--- config.mk ---
export PLATFORM = sky130hd
export DESIGN_NAME = pipeline_ctrl
export DESIGN_NICKNAME = d
export VERILOG_FILES = /design/src/rtl/pipeline_pkg.sv /design/src/rtl/pipeline_ctrl_instr_decode.sv /design/src/rtl/pipeline_ctrl.sv
export SDC_FILE = /design/constraint.sdc
export NUM_CORES = 1
export LEC_CHECK = 0
export ABC_AREA = 1
export BUFFER_PORTS_ARGS = -buffer_cell sky130_fd_sc_hd__buf_2
export CORE_UTILIZATION = 53
export CTS_BUF_LIST = sky130_fd_sc_hd__clkbuf_2 sky130_fd_sc_hd__clkbuf_4 sky130_fd_sc_hd__clkbuf_8
export DETAILED_ROUTE_END_ITERATION = 7
export PLACE_DENSITY = 0.87
export RECOVER_POWER = 100
export SYNTH_ARGS = -nofsm -noshare
export SYNTH_HDL_FRONTEND = slang
export SYNTH_SLANG_ARGS = --single-unit
--- constraint.sdc ---
create_clock -name clk -period 5.59 [get_ports clk]
set_input_delay 1.677 -clock clk [delete_from_list [all_inputs] [get_ports clk]]
set_output_delay 1.677 -clock clk [all_outputs]
set_load 0.01 [all_outputs]
--- src/rtl/pipeline_pkg.sv ---
// Shared encodings for the MIPS pipeline hazard/control unit: opcodes,
// forwarding codes, per-stage control encodings and Tuse/Tnew values.
package pipeline_pkg;

    // Opcode / funct fields
    localparam logic [5:0] OP_RTYPE = 6'h00;
    localparam logic [5:0] OP_ORI   = 6'h0d;
    localparam logic [5:0] OP_LUI   = 6'h0f;
    localparam logic [5:0] OP_LW    = 6'h23;
    localparam logic [5:0] OP_SW    = 6'h2b;
    localparam logic [5:0] OP_BEQ   = 6'h04;
    localparam logic [5:0] OP_J     = 6'h02;
    localparam logic [5:0] OP_JAL   = 6'h03;
    localparam logic [5:0] FN_ADDU  = 6'h21;
    localparam logic [5:0] FN_SUBU  = 6'h23;
    localparam logic [5:0] FN_JR    = 6'h08;

    // Forwarding-mux codes, shared by every select
    localparam logic [2:0] FWD_NONE  = 3'd0;
    localparam logic [2:0] FWD_AO_M  = 3'd1;
    localparam logic [2:0] FWD_PC4_M = 3'd2;
    localparam logic [2:0] FWD_AO_W  = 3'd3;
    localparam logic [2:0] FWD_DM_W  = 3'd4;
    localparam logic [2:0] FWD_PC4_W = 3'd5;

    localparam logic [1:0] ALU_ADD = 2'b00;
    localparam logic [1:0] ALU_SUB = 2'b01;
    localparam logic [1:0] ALU_OR  = 2'b10;
    localparam logic [1:0] ALU_B   = 2'b11;

    localparam logic [1:0] EXT_ZERO = 2'b00;
    localparam logic [1:0] EXT_SIGN = 2'b01;
    localparam logic [1:0] EXT_LUI  = 2'b10;

    localparam logic [1:0] MTR_AO  = 2'b00;
    localparam logic [1:0] MTR_DM  = 2'b01;
    localparam logic [1:0] MTR_PC4 = 2'b10;

    localparam logic [1:0] NPC_ADD4 = 2'b00;
    localparam logic [1:0] NPC_NPC  = 2'b01;
    localparam logic [1:0] NPC_RS   = 2'b10;

    // TUSE_NONE marks an operand that is not read; it exceeds every Tnew,
    // so it can never trigger a stall.
    localparam logic [1:0] TUSE_0    = 2'd0;
    localparam logic [1:0] TUSE_1    = 2'd1;
    localparam logic [1:0] TUSE_2    = 2'd2;
    localparam logic [1:0] TUSE_NONE = 2'd3;
    localparam logic [1:0] TNEW_0    = 2'd0;
    localparam logic [1:0] TNEW_1    = 2'd1;
    localparam logic [1:0] TNEW_2    = 2'd2;

    localparam int S_D = 0;
    localparam int S_E = 1;
    localparam int S_M = 2;
    localparam int S_W = 3;

    typedef enum logic [3:0] {
        C_NOP, C_ADDU, C_SUBU, C_ORI, C_LUI, C_LW, C_SW, C_BEQ, C_J, C_JAL, C_JR
    } instr_class_e;

    // Decoded view of one instruction; tnew is the value while in E.
    typedef struct packed {
        instr_class_e cls;
        logic [4:0]   a3;
        logic [4:0]   rs;
        logic [4:0]   rt;
        logic [1:0]   tuse_rs;
        logic [1:0]   tuse_rt;
        logic [1:0]   tnew;
        logic [1:0]   npcsel;
        logic [1:0]   extop;
        logic         alusrc;
        logic [1:0]   aluctr;
        logic         memwrite;
        logic [1:0]   memtoreg;
    } dec_t;

    // True when reading r at Tuse cannot be satisfied by a producer with Tnew
    function automatic logic hazard(input logic [4:0] r, input logic [1:0] tuse,
                                    input logic [4:0] a3, input logic [1:0] tnew);
        return (r != 5'd0) && (a3 == r) && (tuse < tnew);
    endfunction

    // Nearest-stage forward select; a matching M producer that is not yet
    // ready blocks the older W value (the stall logic covers that case).
    function automatic logic [2:0] fwd_code(input logic [4:0] r, input logic use_m,
                                            input logic [4:0] a3_m, input logic [1:0] tnew_m,
                                            input instr_class_e cls_m,
                                            input logic [4:0] a3_w, input instr_class_e cls_w);
        logic [2:0] code;
        code = FWD_NONE;
        if (r == 5'd0) begin
            code = FWD_NONE;
        end else if (use_m && (a3_m == r)) begin
            if (tnew_m == TNEW_0)
                code = (cls_m == C_JAL) ? FWD_PC4_M : FWD_AO_M;
        end else if (a3_w == r) begin
            if (cls_w == C_JAL)     code = FWD_PC4_W;
            else if (cls_w == C_LW) code = FWD_DM_W;
            else                    code = FWD_AO_W;
        end
        return code;
    endfunction

endpackage

--- src/rtl/pipeline_ctrl_instr_decode.sv ---
// Combinational decoder for one pipeline stage: class, A3, source fields,
// Tuse/Tnew and every per-stage control line.
module instr_decode
    import pipeline_pkg::*;
(
    input  logic [31:0] ir,
    output dec_t        dec
);

    instr_class_e cls;

    // Classify the instruction word; anything unrecognised behaves as nop
    always_comb begin
        cls = C_NOP;
        case (ir[31:26])
            OP_RTYPE: begin
                case (ir[5:0])
                    FN_ADDU: cls = C_ADDU;
                    FN_SUBU: cls = C_SUBU;
                    FN_JR:   cls = C_JR;
                    default: cls = C_NOP;
                endcase
            end
            OP_ORI:  cls = C_ORI;
            OP_LUI:  cls = C_LUI;
            OP_LW:   cls = C_LW;
            OP_SW:   cls = C_SW;
            OP_BEQ:  cls = C_BEQ;
            OP_J:    cls = C_J;
            OP_JAL:  cls = C_JAL;
            default: cls = C_NOP;
        endcase
    end

    // Derive destination, operand timing and stage controls from the class
    always_comb begin
        dec         = '0;
        dec.cls     = cls;
        dec.rs      = ir[25:21];
        dec.rt      = ir[20:16];
        dec.tuse_rs = TUSE_NONE;
        dec.tuse_rt = TUSE_NONE;
        dec.tnew    = TNEW_0;
        case (cls)
            C_ADDU, C_SUBU: begin
                dec.a3      = ir[15:11];
                dec.tuse_rs = TUSE_1;
                dec.tuse_rt = TUSE_1;
                dec.tnew    = TNEW_1;
                dec.aluctr  = (cls == C_SUBU) ? ALU_SUB : ALU_ADD;
            end
            C_ORI: begin
                dec.a3      = ir[20:16];
                dec.tuse_rs = TUSE_1;
                dec.tnew    = TNEW_1;
                dec.extop   = EXT_ZERO;
                dec.alusrc  = 1'b1;
                dec.aluctr  = ALU_OR;
            end
            C_LUI: begin
                dec.a3      = ir[20:16];
                dec.tnew    = TNEW_1;
                dec.extop   = EXT_LUI;
                dec.alusrc  = 1'b1;
                dec.aluctr  = ALU_B;
            end
            C_LW: begin
                dec.a3       = ir[20:16];
                dec.tuse_rs  = TUSE_1;
                dec.tnew     = TNEW_2;
                dec.extop    = EXT_SIGN;
                dec.alusrc   = 1'b1;
                dec.memtoreg = MTR_DM;
            end
            C_SW: begin
                dec.tuse_rs  = TUSE_1;
                dec.tuse_rt  = TUSE_2;
                dec.extop    = EXT_SIGN;
                dec.alusrc   = 1'b1;
                dec.memwrite = 1'b1;
            end
            C_BEQ: begin
                dec.tuse_rs = TUSE_0;
                dec.tuse_rt = TUSE_0;
                dec.extop   = EXT_SIGN;
                dec.npcsel  = NPC_NPC;
            end
            C_J: begin
                dec.npcsel = NPC_NPC;
            end
            C_JAL: begin
                dec.a3       = 5'd31;
                dec.tnew     = TNEW_1;
                dec.npcsel   = NPC_NPC;
                dec.memtoreg = MTR_PC4;
            end
            C_JR: begin
                dec.tuse_rs = TUSE_0;
                dec.npcsel  = NPC_RS;
            end
            default: ;
        endcase
    end

endmodule

--- src/rtl/pipeline_ctrl.sv ---
// Hazard and control unit for the five-stage MIPS pipeline. Keeps shadow
// copies of the instruction in E/M/W, decodes all four stages, and derives
// stall and forwarding selects from Tuse/Tnew.
module pipeline_ctrl
    import pipeline_pkg::*;
(
    input  logic        clk,
    input  logic        reset,
    input  logic [31:0] IR_D,
    output logic        beq,
    output logic        j,
    output logic        jal,
    output logic [1:0]  npcsel,
    output logic [1:0]  EXTop,
    output logic        ALUSrc,
    output logic [1:0]  ALUctr,
    output logic        MemWrite,
    output logic        RegWrite,
    output logic [1:0]  MemtoReg,
    output logic [4:0]  A3_W,
    output logic [2:0]  MCMP1D,
    output logic [2:0]  MCMP2D,
    output logic [2:0]  MALUAE,
    output logic [2:0]  MALUBE,
    output logic [2:0]  MWDM,
    output logic        enPC,
    output logic        enD,
    output logic        clrE
);

    logic [31:0]       ir_e, ir_m, ir_w;
    logic [3:0][31:0]  ir;
    dec_t [3:0]        dec;
    logic [1:0]        tnew_m;
    logic              stall;

    assign ir = {ir_w, ir_m, ir_e, IR_D};

    for (genvar s = 0; s < 4; s++) begin : g_dec
        instr_decode u_dec (
            .ir  (ir[s]),
            .dec (dec[s])
        );
    end

    // One cycle later every producer is one step closer to its result
    assign tnew_m = (dec[S_M].tnew == TNEW_0) ? TNEW_0 : dec[S_M].tnew - 2'd1;

    assign stall = hazard(dec[S_D].rs, dec[S_D].tuse_rs, dec[S_E].a3, dec[S_E].tnew)
                 | hazard(dec[S_D].rs, dec[S_D].tuse_rs, dec[S_M].a3, tnew_m)
                 | hazard(dec[S_D].rt, dec[S_D].tuse_rt, dec[S_E].a3, dec[S_E].tnew)
                 | hazard(dec[S_D].rt, dec[S_D].tuse_rt, dec[S_M].a3, tnew_m);

    // Shadow pipeline; a stall turns the E slot into a bubble
    always_ff @(posedge clk or negedge reset) begin
        if (!reset) begin
            ir_e <= '0;
            ir_m <= '0;
            ir_w <= '0;
        end else begin
            ir_e <= stall ? '0 : IR_D;
            ir_m <= ir_e;
            ir_w <= ir_m;
        end
    end

    assign enPC = ~stall;
    assign enD  = ~stall;
    assign clrE = stall;

    assign beq    = (dec[S_D].cls == C_BEQ);
    assign j      = (dec[S_D].cls == C_J);
    assign jal    = (dec[S_D].cls == C_JAL);
    assign npcsel = dec[S_D].npcsel;
    assign EXTop  = dec[S_D].extop;

    assign ALUSrc   = dec[S_E].alusrc;
    assign ALUctr   = dec[S_E].aluctr;
    assign MemWrite = dec[S_M].memwrite;

    assign RegWrite = (dec[S_W].a3 != 5'd0);
    assign MemtoReg = dec[S_W].memtoreg;
    assign A3_W     = dec[S_W].a3;

    assign MCMP1D = fwd_code(dec[S_D].rs, 1'b1, dec[S_M].a3, tnew_m, dec[S_M].cls,
                             dec[S_W].a3, dec[S_W].cls);
    assign MCMP2D = fwd_code(dec[S_D].rt, 1'b1, dec[S_M].a3, tnew_m, dec[S_M].cls,
                             dec[S_W].a3, dec[S_W].cls);
    assign MALUAE = fwd_code(dec[S_E].rs, 1'b1, dec[S_M].a3, tnew_m, dec[S_M].cls,
                             dec[S_W].a3, dec[S_W].cls);
    assign MALUBE = fwd_code(dec[S_E].rt, 1'b1, dec[S_M].a3, tnew_m, dec[S_M].cls,
                             dec[S_W].a3, dec[S_W].cls);
    // Store data is needed at the end of M, so only W can supply it
    assign MWDM   = fwd_code(dec[S_M].rt, 1'b0, dec[S_M].a3, tnew_m, dec[S_M].cls,
                             dec[S_W].a3, dec[S_W].cls);

endmodule

==> Flow_metrics.wiki <==
{| class="wikitable"
! Metric !! Value
|-
| Run status || complete, but fails checks
|-
| Failing checks || capacitance limit, slew limit, setup timing
|-
| Summed instance area of the synthesized netlist || between 4000 and 5000 µm²
|-
| Top-level port count || about 70
|-
| Maximum clock frequency || 0.167 GHz
|-
| Die height || 90.9 µm
|-
| Count of input and output buffers || 65
|-
| Total Neg Setup Slack || -1.29 ns
|-
| Critical Path Fanout Max || 3
|-
| Reg2reg setup slack || around 2.5 ns
|-
| Total number of cells along the worst setup path || 20
|-
| Power dissipated by switching net loads || 357 µW
|-
| Net count, final || a little over 700
|-
| Layout cells sized above 1 || 0.268
|-
| Cell at the slowest stage of the critical path || sky130_fd_sc_hd__nor4_2
|-
| Fraction of the cycle the final worst path needs || 1.07
|-
| Router iterations before antenna repair || 8
|-
| Pin count of the biggest net entering global routing || 45
|-
| Number of sinks handled by clock tree synthesis || 70
|-
| Number of design rule violations left after detail routing || 0
|-
| Startpoint of the worst setup timing path || IR_D[31]
|-
| Peak supply drop || 170 µV
|-
| Setup ws final || -0.400 ns
|-
| Synthesis warning total || 0
|-
| Number of instances in the synthesized netlist || between 500 and 600
|-
| Worst setup path category || input port to primary output
|-
| Later-pin clock latency in the skew report || ~0.35 ns
|-
| Grt total ovfl || 0
|-
| Nature of the critical path endpoint || primary output
|-
| Distinct cell type count after synthesis || 34
|-
| Antenna viol nets, final || 0
|-
| Endpoint of the most critical register-to-register path || ir_e[28]
|-
| All-layer global routing usage || 0.304
|-
| Average wire per standard cell || 17.4 µm
|-
| Number of enable flip-flop cells after synthesis || 0
|-
| Relative area change from synthesis to final layout || 27.5%
|-
| Clock share of power || 0.387
|-
| Number of buffers created by CTS || 9
|-
| Unrepaired setup endpoints after global routing || true
|-
| Clock H-tree levels || 3
|-
| Starting density of the core || 0.544
|-
| Number of cell instances on the worst register-to-register path || 16
|-
| TritonCTS clock tree || yes
|-
| Routed WL || between 10 and 15 mm
|-
| Core area || 7690 µm²
|-
| Switching fraction of total power || 0.277
|-
| Remaining max-slew budget at the tightest pin || -0.424
|-
| Final setup vio count || 4
|-
| Fin Hold WS || 0.375 ns
|-
| Startpoint class of the critical path || input port
|-
| Highest cell delay on the worst timing path || ~0.48 ns
|-
| Instance count along the most critical hold path || 0
|-
| Cell-internal power || just over 900 µW
|-
| Total power || around 1300 µW
|-
| PD cells || between 200 and 250 nW/µm²
|-
| Routability cong. || 0.948
|-
| Longest Clk Path Bufs || 2
|-
| Die Area || slightly above 8000 µm²
|-
| Worst endpoint required time || between 3 and 4 ns
|-
| Clock input transition at the sequential cells of the worst setup and hold paths || ~0.07 ns
|-
| Detailed router's first-iteration violation count || ~480
|-
| Total via count after detailed routing || between 4000 and 5000
|-
| Row count || 32
|-
| Number of pins with negative max-slew slack in the final report || between 40 and 50
|-
| Global-route wire length before repair || around 20 mm
|-
| Max-cap violation count || 1
|-
| Average via count per standard cell || ~5.8
|-
| Period minus WS final || 5.99 ns
|-
| Endpoints failing hold || 0
|-
| Post-Syn Area per Cell || between 7 and 8 µm²
|-
| Arrival @ worst endpoint || ~4.3 ns
|-
| Fraction of power consumed by sequential logic || 0.442
|-
| Top cell family by delay on the critical path || simple AND/OR/NAND/NOR gates
|-
| Gate power share || 0.171
|-
| HPWL reported at the end of detailed placement || approximately 8.5 mm
|-
| Placed Instance Area || ~4700 µm²
|-
| Static leakage power || between 0.002 and 0.003 µW
|-
| Via count of the first global-routing pass || 4391
|-
| Synthesis-stage register bit count || 70
|-
| Slew at the pin with the worst max-slew slack || 2.14 ns
|-
| R2r startpoint || ir_e[31]
|-
| Antenna violations before repair || 0
|-
| Buf+Inv Stages, Crit Path || 6
|-
| Cell breakdown of the critical path || buf_8, nor2_4, buf_4, nand3_2, nor4_2, nor4_4, inv_2, nand2_2, o21ai_2, inv_2, ha_4, o21ai_2, nand2_2, nor3_2, nand3_1, nand2_1, nand2_1, nand2_2, inv_2, buf_6
|-
| Sequential element share of the synthesized area || 0.419
|-
| Master cell of the clock root buffer || sky130_fd_sc_hd__clkbuf_8
|-
| Setup Skew || just over 0.009 ns
|-
| CP endpoint || enD
|-
| Post-route cell area || approximately 5300 µm²
|-
| Diode count || 0
|-
| Leading register cell type out of synthesis || sky130_fd_sc_hd__dfrtp_1
|-
| Worst Hold Class || flop to flop
|-
| Horizontal extent of the die || slightly above 90 µm
|-
| Async S/R FF share, synth || 1.00
|-
| Pre-CTS WS || -0.250 ns
|}
## synthesized netlist by cell type, types with 7 or more instances
library cell / n / share of area
sky130_fd_sc_hd__nor2_1: 88 / 0.079
sky130_fd_sc_hd__nor2_2: 11 / 0.016
sky130_fd_sc_hd__nor3_1: 12 / 0.014
sky130_fd_sc_hd__nand2_1: 117 / 0.10
sky130_fd_sc_hd__inv_1: 94 / 0.084
sky130_fd_sc_hd__o22ai_1: 8 / 0.012
sky130_fd_sc_hd__nand3_1: 57 / 0.068
sky130_fd_sc_hd__a21oi_1: 15 / 0.018
sky130_fd_sc_hd__xor2_1: 18 / 0.038
sky130_fd_sc_hd__nand2_2: 7 / 0.010
sky130_fd_sc_hd__dfrtp_1: 70 / 0.42
sky130_fd_sc_hd__nand4_1: 12 / 0.018
sky130_fd_sc_hd__o21ai_0: 18 / 0.022
sky130_fd_sc_hd__buf_4: 15 / 0.027
## cells in the final DEF (no fill, tap or decap), drive strengths merged, types with 2 or more instances in the layout
cell type / instances
dfrtp: 70
bufinv: 3
nor2: 100
xor2: 18
nor3: 14
o21ai: 20
o22ai: 8
clkinv: 2
conb: 2
clkbuf: 20
nand2: 125
ha: 4
a221oi: 2
nor4: 4
nor3b: 2
a21oi: 16
buf: 100
inv: 96
o211ai: 2
nand4: 12
nand3: 60
## area by class of cell
type	instances	area, µm²
repair buffers	110	691
well taps	102	128
clock inverters	5	108
flip-flops and latches	70	1750
multi-input cells	394	2150
clock buffers	10	138
fillers	596	2350
inverters	97	368
## how the worst min path moves through the flow
stage               startpoint        to
floorplan              ir_e[0]   ir_m[0]
global placement       ir_e[0]   ir_m[0]
detailed placement     ir_m[3]   ir_w[3]
CTS                   ir_m[12]  ir_w[12]
global route           ir_m[3]   ir_w[3]
finish                 ir_e[2]   ir_m[2]
## metrics by stage
| stage | utilization | std cells |
|---|---|---|
| after floorplan | - | 579 |
| after global placement | 0.613 | 755 |
| after detailed placement | 0.613 | 755 |
| after CTS | 0.665 | 782 |
| after global routing | 0.694 | 788 |
| final | 0.694 | 788 |
## routing by layer
layer,track usage,part of all wire,routed length (µm),up-vias
met5,0,0,0,-
met4,0.167,0.062,846,0
met3,0.0715,0.099,1360,102
met2,0.508,0.48,6570,319
met1,0.363,0.36,4940,2102
li1,-,-,-,2026
## flip-flops by register name, indices dropped and copies added, names as in the netlist
| register | cells |
|---|---|
| ir_e | 27 |
| ir_w | 21 |
| ir_m | 22 |
## timing repair
action                     4_1_cts  5_1_grt
setup endpoints to repair        3        5
setup buffers                   12        7
resized for setup               19       44
gates cloned                     0        0
pin swaps                       14       27
hold buffers                     0        0
## kinds of logic (layout without fill, tap and decap cells)
logic type,Yosys count,in the layout,synth area share
and+or+nand+nor,319,319,0.342
buffers and inverters,115,222,0.120
DFF,70,70,0.419
AOI/OAI and AO/OA,51,51,0.0694
xor gates and xnor gates,18,18,0.0377
adders and majority gates,4,4,0.0120
other,1,2,0.000896
## power groups by stage
stage | Combinational (µW) | Sequential, µW | Clock (µW)
4_1_cts | 192 | 567 | 498
3_5_place_dp | 178 | 576 | 0
6_report | 219 | 568 | 497
2_1_floorplan | 115 | 566 | 0
5_1_grt | 239 | 571 | 521
3_3_place_gp | 171 | 574 | 0
Power figures use the tool's default switching activity.
